<file path="src/rtl/tensor_core_register_file_controller.sv">
// Tensor core register file controller.
// Streams operand bytes into the register file, pulses start to the tensor
// core, and gates the result bulk write on done. It then streams result bytes
// out and returns to accept the next load.
module tensor_core_register_file_controller #(
   parameter int NUMBER_OF_REGISTERS = 32,
   parameter int UNLOAD_COUNT        = 16
) (
   input  logic                                            clock_in,
   input  logic                                            reset_n_in,
   input  logic                                            load_valid_in,
   input  logic [7:0]                                      load_data_in,
   output logic                                            load_ready_out,
   output logic                                            unload_valid_out,
   output logic [7:0]                                      unload_data_out,
   input  logic                                            unload_ready_in,
   output logic                                            compute_start_out,
   input  logic                                            compute_done_in,
   output logic                                            rf_non_bulk_write_enable_out,
   output logic [$clog2(NUMBER_OF_REGISTERS)-1:0]          rf_non_bulk_write_register_address_out,
   output logic [7:0]                                      rf_non_bulk_write_data_out,
   output logic                                            rf_bulk_write_enable_out,
   input  logic [NUMBER_OF_REGISTERS/16-1:0][3:0][3:0][7:0] rf_read_data_in,
   output logic                                            busy_out,
   output logic [7:0]                                      operation_count_out
);

   localparam int AW = $clog2(NUMBER_OF_REGISTERS);
   localparam int M  = NUMBER_OF_REGISTERS / 16;

   localparam logic [AW:0] LOAD_LAST   = (AW + 1)'(NUMBER_OF_REGISTERS - 1);
   localparam logic [AW:0] UNLOAD_LAST = (AW + 1)'(UNLOAD_COUNT - 1);
   localparam logic [AW:0] COUNT_ONE   = (AW + 1)'(1);

   typedef enum logic [1:0] {
      ST_LOAD   = 2'd0,
      ST_START  = 2'd1,
      ST_WAIT   = 2'd2,
      ST_UNLOAD = 2'd3
   } state_t;

   state_t      state_q, state_d;
   logic [AW:0] load_count_q, load_count_d;
   logic [AW:0] unload_count_q, unload_count_d;
   logic [7:0]  op_count_q, op_count_d;

   // State-decoded control outputs are held in flops so they leave the block glitch-free.
   logic load_ready_q, load_ready_d;
   logic start_q, start_d;
   logic unload_valid_q, unload_valid_d;

   logic load_hs_s;
   logic unload_hs_s;
   logic bulk_we_s;

   // The read bus is packed [M][4][4] bytes; viewed flat, byte c sits at element c.
   logic [M*16-1:0][7:0] rf_bytes_s;

   assign rf_bytes_s = rf_read_data_in;

   // Handshake detection; reset low suppresses any register-file write.
   always_comb begin
      load_hs_s   = load_ready_q & load_valid_in & reset_n_in;
      unload_hs_s = unload_valid_q & unload_ready_in;
      bulk_we_s   = (state_q == ST_WAIT) & compute_done_in & reset_n_in;
   end

   // Next-state, counter and registered-output computation.
   always_comb begin
      state_d        = state_q;
      load_count_d   = load_count_q;
      unload_count_d = unload_count_q;
      op_count_d     = op_count_q;
      case (state_q)
         ST_LOAD: begin
            if (load_hs_s) begin
               if (load_count_q == LOAD_LAST) begin
                  load_count_d = '0;
                  state_d      = ST_START;
               end else begin
                  load_count_d = load_count_q + COUNT_ONE;
               end
            end else begin
               load_count_d = load_count_q;
            end
         end
         ST_START: begin
            state_d = ST_WAIT;
         end
         ST_WAIT: begin
            if (compute_done_in) begin
               unload_count_d = '0;
               state_d        = ST_UNLOAD;
            end else begin
               state_d = ST_WAIT;
            end
         end
         ST_UNLOAD: begin
            if (unload_hs_s) begin
               if (unload_count_q == UNLOAD_LAST) begin
                  unload_count_d = '0;
                  op_count_d     = op_count_q + 8'd1;
                  state_d        = ST_LOAD;
               end else begin
                  unload_count_d = unload_count_q + COUNT_ONE;
               end
            end else begin
               unload_count_d = unload_count_q;
            end
         end
         default: begin
            state_d = ST_LOAD;
         end
      endcase
      load_ready_d   = (state_d == ST_LOAD);
      start_d        = (state_d == ST_START);
      unload_valid_d = (state_d == ST_UNLOAD);
   end

   // State, counters and control output flops; asynchronous reset to idle LOAD.
   always_ff @(posedge clock_in or negedge reset_n_in) begin
      if (!reset_n_in) begin
         state_q        <= ST_LOAD;
         load_count_q   <= '0;
         unload_count_q <= '0;
         op_count_q     <= 8'd0;
         load_ready_q   <= 1'b1;
         start_q        <= 1'b0;
         unload_valid_q <= 1'b0;
      end else begin
         state_q        <= state_d;
         load_count_q   <= load_count_d;
         unload_count_q <= unload_count_d;
         op_count_q     <= op_count_d;
         load_ready_q   <= load_ready_d;
         start_q        <= start_d;
         unload_valid_q <= unload_valid_d;
      end
   end

   // Register-file write port: single writes follow the load handshake in the same cycle.
   always_comb begin
      rf_non_bulk_write_enable_out = load_hs_s;
      rf_bulk_write_enable_out     = bulk_we_s;
      if (load_hs_s) begin
         rf_non_bulk_write_register_address_out = load_count_q[AW-1:0];
         rf_non_bulk_write_data_out             = load_data_in;
      end else begin
         rf_non_bulk_write_register_address_out = '0;
         rf_non_bulk_write_data_out             = 8'h00;
      end
   end

   // Unload data reads straight from the register file so the fresh bulk result shows at once.
   always_comb begin
      if (unload_valid_q) begin
         unload_data_out = rf_bytes_s[unload_count_q[AW-1:0]];
      end else begin
         unload_data_out = 8'h00;
      end
   end

   // Status outputs.
   always_comb begin
      load_ready_out      = load_ready_q;
      compute_start_out   = start_q;
      unload_valid_out    = unload_valid_q;
      operation_count_out = op_count_q;
      busy_out            = (state_q != ST_LOAD) || (load_count_q != '0);
   end

endmodule

</file>
<file path="config.mk">
export PLATFORM = sky130hd
export DESIGN_NAME = tensor_core_register_file_controller
export DESIGN_NICKNAME = d
export VERILOG_FILES = /design/src/rtl/tensor_core_register_file_controller.sv
export SDC_FILE = /design/constraint.sdc
export NUM_CORES = 1
export LEC_CHECK = 0
export BUFFER_PORTS_ARGS = -buffer_cell sky130_fd_sc_hd__buf_2
export CORE_AREA = 2 2 118 120
export CTS_BUF_LIST = sky130_fd_sc_hd__clkbuf_4 sky130_fd_sc_hd__clkbuf_8
export DETAILED_ROUTE_END_ITERATION = 16
export DIE_AREA = 0 0 120 122
export SLEW_MARGIN = 10
export SYNTH_ARGS = -nofsm -noshare
export SYNTH_HDL_FRONTEND = slang
export SYNTH_SLANG_ARGS = --single-unit
</file>
<file path="constraint.sdc">
create_clock -name clock_in -period 2.52 [get_ports clock_in]
set_input_delay 0.252 -clock clock_in [delete_from_list [all_inputs] [get_ports clock_in]]
set_output_delay 0.252 -clock clock_in [all_outputs]
set_load 0.02 [all_outputs]
</file>
-- Word level (Yosys, flattened, before mapping)
Index checks and enable logic that the tools add are counted.
- flip-flop bits (word level): 25
- latch bits: 0
- bits in writable memories: 0
- bits in read-only memories: 0
- bits of input ports: 269
- output and inout port bits: 35
- word-level logic and storage cells: 50
- memories: 0
- $add $sub $neg: 3
- $mul: 0
- div/mod/pow operators: 0
- order comparisons: 1
- eq/ne operators: 9
- shifts and indexed selects: 0
- multiplexer cells: 16
- bitwise operators: 5
- reduce and logical (&&, ||, !) cells: 9
- operators with widths (cell ; number):
    8-bit binary-select mux with 5-bit select ; 1
    6-bit two-way mux ; 4
    8-bit two-way mux ; 3
    6-bit by 1-bit adder with 6-bit output (second input constant) ; 2
    6-bit case mux with 2 select lines ; 1
    8-bit by 1-bit adder with 8-bit output (second input constant) ; 1
    2-bit two-way mux ; 4
    2-bit case mux with 4 select lines ; 1
    2-bit equality test (second input constant) ; 3
    6-bit by 4-bit equality test with 1-bit output (second input constant) ; 1
    6-bit by 5-bit equality test with 1-bit output (second input constant) ; 1
    5-bit by 6-bit less-than comparator with 1-bit output (second input constant) ; 1
    3-bit AND reduction ; 2
    6-bit nonzero test ; 1
    1-bit AND ; 5
    5-bit two-way mux ; 1
    2-bit by 1-bit equality test with 1-bit output (second input constant) ; 2
    2-bit zero test ; 2
    2-bit inequality test (second input constant) ; 2
    2-bit nonzero test ; 2
    2-bit AND reduction ; 1
    1-bit logical OR ; 1
    1-bit two-way mux ; 1

-- Depth between registers and ports, before layout
- depth after elaboration: 5
- depth in mapped cells: 7
- depth with buffers taken out: 5

-- Worst setup path before layout
No wires, ideal clock.
- kind: reg-to-output
- start point: register unload_count_q[0]
- end point: output unload_data_out[0]
- arrival time: 1.939 ns
- required time: 2.268 ns
- path slack: 0.329 ns
- cell stages (with the launch flop): 8
- path buffers: 3
- cells stage by stage: dfrtp_1 > buf_2 > buf_6 > buf_2 > mux2i_1 > a22oi_1 > a21oi_1 > nor3b_1
- longest elaborated chain between the ends: 3
- RTL lines (item ; RTL line ; text):
    start: declaration ; 44 ; logic [AW:0] unload_count_q, unload_count_d;
    start signal: assignment ; 133 ; unload_count_q <= unload_count_d;
    8-bit binary-select mux with 5-bit select ; 157 ; unload_data_out = rf_bytes_s[unload_count_q[AW-1:0]];
    8-bit two-way mux (not written as such) ; 157 ;
    8-bit two-way mux ; 156 ; if (unload_valid_q) begin
    end: declaration ; 15 ; output logic [7:0] unload_data_out,
Every way passes these cells. The select of a mux whose other input is x is not followed.

-- Final worst setup path
- start point: register unload_count_q[0]
- end point: output unload_data_out[6]
The elaborated chain is that of the path after synthesis.

==> impl_metrics.yaml <==
placement:
  postPlaceCellArea_um2: 5204
  gp_routability_congestion: 0.9634
  io_buffer_count: 303
  detailed_place_hpwl_um: 12820
sta:
  worstMarginPinSlew_ns: 0.6376
  maxSlewViolCount: 0
  layout_worst_path_cycle_share: 1.045
  final_critical_path_setup_slack_ns: -0.1141
  slew_headroom: 0.5749
  setup-tns-final_ns: -0.7116
  rsz0062_at_grt: "true"
  minimum_period_implied_by_the_final_worst_setup_slack_ns: 2.634
  maximum_clock_skew_at_final_layout_ns: 0.005401
  max_freq_mhz: 379.6
  setup-violations-final: 8
  finalHoldViolCount: 0
logic_synthesis:
  postSynthRegisterBits: 25
  count_of_distinct_cell_types_in_the_synthesized_netlist: 46
  synth_cells: 293
  yosysSeqAreaShare: 0.1819
  synth_warn: 0
  synth.avg_cell_area_um2: 11.76
  synth_fp_nets: 566
  post_synth_instance_area_um2: 3447
cells_and_area:
  design_area_um2: 5395
  n_fill_cell: 1343
  flow.area_growth_from_synthesis_pct: 56.52
  final_common_cell: "buf_2"
  final_cell_mix: "298 x buf_2, 55 x mux4_2, 32 x mux2i_1, 22 x dfrtp_1, 17 x buf_4"
  final_net_count: 870
  drive_above_1_share: 0.6862
clocking:
  clock_sinks: 25
  clk_latency_ns: 0.26
  clk_pin_slew_worst_paths_ns: 0.09
  htreeDepth: 1
  cts_made_buffers: 3
  clock_tree.root_cell: "clkbuf_8"
  cts_tree: "built"
  max-clock-path-buffers: 2
outcome:
  outcome: "complete, but fails checks"
  violations: "setup timing"
global_routing:
  number_of_antenna_violations_at_the_first_check_in_global_routing: 1
  grt_use_met1: 0.2308
  number_of_global_route_vias_before_repair: 3985
  met3_usage: 0.02575
  grt_max_degree: 28
  gr-total-overflow: 0
  grt_most_used_layer: "met2"
  grt_pass1_wl_um: 21650
  gr-usage-met2: 0.3693
  global_route.usage.total: 0.1916
power:
  power.net_switching_uw: 1912
  power.sequential.fraction: 0.124
  power.density_cell_area_nw_per_um2: 843.3
  p_sw_frac: 0.4202
  power.static_leakage_uw: 0.002607
  clockPowerShare: 0.051
  intPower_uw: 2638
  power.ir.vdd_worst_mv: 0.3561
  pwr-share-comb: 0.825
critical_path:
  crit-reg2reg-capture: "operation_count_out[1]$_DFFE_PN0P_"
  worst_ep_arrival_time_ns: 2.38
  r2r_slack_ns: 0.34
  crit_required_ns: 2.27
  critPathMaxFanout: 5
  timing.setup.critical_path_class: "flip-flop to output pin"
  rr_startpoint: "unload_count_q[0]$_DFFE_PN0P_"
  kind_of_start_point_of_the_critical_path: "flip-flop"
  worst_setup_path_end_kind: "output pin"
  r2r.worst_path.cells: 6
drt:
  antenna_violating_nets_post_route: 0
  drt_pass1_iterations: 4
  routed_wirelength_um: 14710
  route.detailed.vias_per_inst: 4.976
  drt_iter0_markers: 147
  wire_per_inst_um: 18.93
  via_count: 3866
  post-route-drc-count: 0
hold_path:
  hold_path.startpoint: "compute_done_in"
  worst_hold_path_type: "input port to flip-flop"
  whs_path_depth: 3
  whs_endpoint: "unload_valid_out$_DFF_PN0_"
floorplan:
  initial_utilization: 0.2553
  die-height_um: 122
  io-pin-count: 304
  dieWidth_um: 120
  row_count: 43
  floorplan.core_area_um2: 13500
  die-area_um2: 14640
job:
  drv_cap: 0
[layout make-up]
cell class                 count  area [um^2]  share of cell area
multi-input combinational    237         2663              0.4935
timing repair buffer         327         1815              0.3365
sequential                    25        631.9              0.1171
tap                          180        225.2             0.04174
clock buffer                   3        41.29            0.007653
inverter                       3        11.26            0.002087
clock inverter                 1        5.005           0.0009276
antenna                        1        2.502           0.0004638
[state kept, by name (all words and copies together), names as in the netlist]
name,cells
load_count_q,6
unload_valid_out,1
load_ready_out,1
unload_count_q,6
operation_count_out,8
compute_start_out,1
state_q,2
[synth_stat cells, drive strengths merged]
cell / count / area share
mux4: 56 / 0.37
a21boi: 1 / 0.0022
or4: 1 / 0.0022
inv: 3 / 0.0033
nor3: 1 / 0.0029
xnor2: 7 / 0.018
and2: 15 / 0.027
buf: 18 / 0.038
dfstp: 1 / 0.0076
a32o: 1 / 0.0029
nand3: 8 / 0.012
o211ai: 1 / 0.0022
o22ai: 9 / 0.027
and3: 5 / 0.0091
nor2: 8 / 0.0087
or2: 2 / 0.0036
nand2: 13 / 0.015
nor3b: 8 / 0.017
a22oi: 16 / 0.035
clkbuf: 10 / 0.011
or3b: 1 / 0.0025
o2111ai: 1 / 0.0025
a21oi: 9 / 0.013
dfrtp: 24 / 0.17
xor2: 2 / 0.0051
mux2: 10 / 0.033
ha: 4 / 0.015
o31ai: 2 / 0.0044
mux2i: 32 / 0.093
nor4: 3 / 0.0054
nor2b: 3 / 0.0054
o21ai: 8 / 0.012
nand2b: 2 / 0.0036
a22o: 2 / 0.0051
nand4: 5 / 0.0091
nand4b: 1 / 0.0025
[worst max path at each step]
stage                                  start                 end  slack, ns  cells after the start
3_3_place_gp   unload_count_q[0]$_DFFE_PN0P_  unload_data_out[1]       0.07                      6
3_5_place_dp   unload_count_q[0]$_DFFE_PN0P_  unload_data_out[1]       0.03                      6
6_report       unload_count_q[0]$_DFFE_PN0P_  unload_data_out[6]      -0.11                      7
5_1_grt        unload_count_q[0]$_DFFE_PN0P_  unload_data_out[6]      -0.19                      7
4_1_cts        unload_count_q[0]$_DFFE_PN0P_  unload_data_out[6]      -0.12                      7
2_1_floorplan  unload_count_q[0]$_DFFE_PN0P_  unload_data_out[0]       0.33                      7
[power by group through the flow]
stage,Combinational (uW),Clock (uW),Sequential [uW]
2_1_floorplan,2560,0,541
3_3_place_gp,3400,0,607
3_5_place_dp,3470,0,610
4_1_cts,3760,247,564
5_1_grt,4030,260,576
6_report,3760,232,562
[critical path: stages (launching register included)]
cell	delay (ns)
dfrtp_4	0.50
buf_12	0.16
buf_8	0.13
mux4_2	0.42
mux4_2	0.54
o22ai_4	0.14
nor3b_1	0.08
buf_4	0.16
[per-stage QoR]
| step | cells | power, uW | setup slack, ns | util | hold WS, ns |
|---|---|---|---|---|---|
| after floorplan | 293 | 3099 | 0.3290 | - | -0.04359 |
| after global placement | 767 | 4010 | 0.07349 | 0.3853 | 0.2847 |
| after detailed placement | 767 | 4077 | 0.03033 | 0.3853 | 0.2876 |
| after CTS | 776 | 4571 | -0.1160 | 0.3978 | 0.3966 |
| after global routing | 777 | 4868 | -0.1876 | 0.3995 | 0.4218 |
| final | 777 | 4550 | -0.1141 | 0.3995 | 0.4112 |
[cells by family after synthesis]
kind of cell | Yosys count | synth area share
muxes | 98 | 0.4958
and+or+nand+nor | 76 | 0.1263
AOI/OAI and AO/OA | 50 | 0.1060
buffers and inverters | 31 | 0.05263
xor gates and xnor gates | 9 | 0.02287
adders and majority gates | 4 | 0.01452
DFF | 25 | 0.1819
[what timing repair did]
| item | CTS | global route |
|---|---|---|
| hold endpoints to repair | 24 | 0 |
| hold buffers | 1 | 0 |
| pin swaps | 8 | 1 |
| setup endpoints to repair | 8 | 8 |
| gates resized for setup | 25 | 5 |
| cloned | 1 | 0 |
| buffers inserted | 3 | 0 |
[routing by layer]
| layer | vias up | share of wire |
|---|---|---|
| li1 | 1806 | - |
| met1 | 1852 | 0.38 |
| met2 | 198 | 0.53 |
| met3 | 10 | 0.073 |
| met4 | 0 | 0.0089 |
| met5 | - | 0 |
Note: power is estimated with default switching activity, not from simulation.
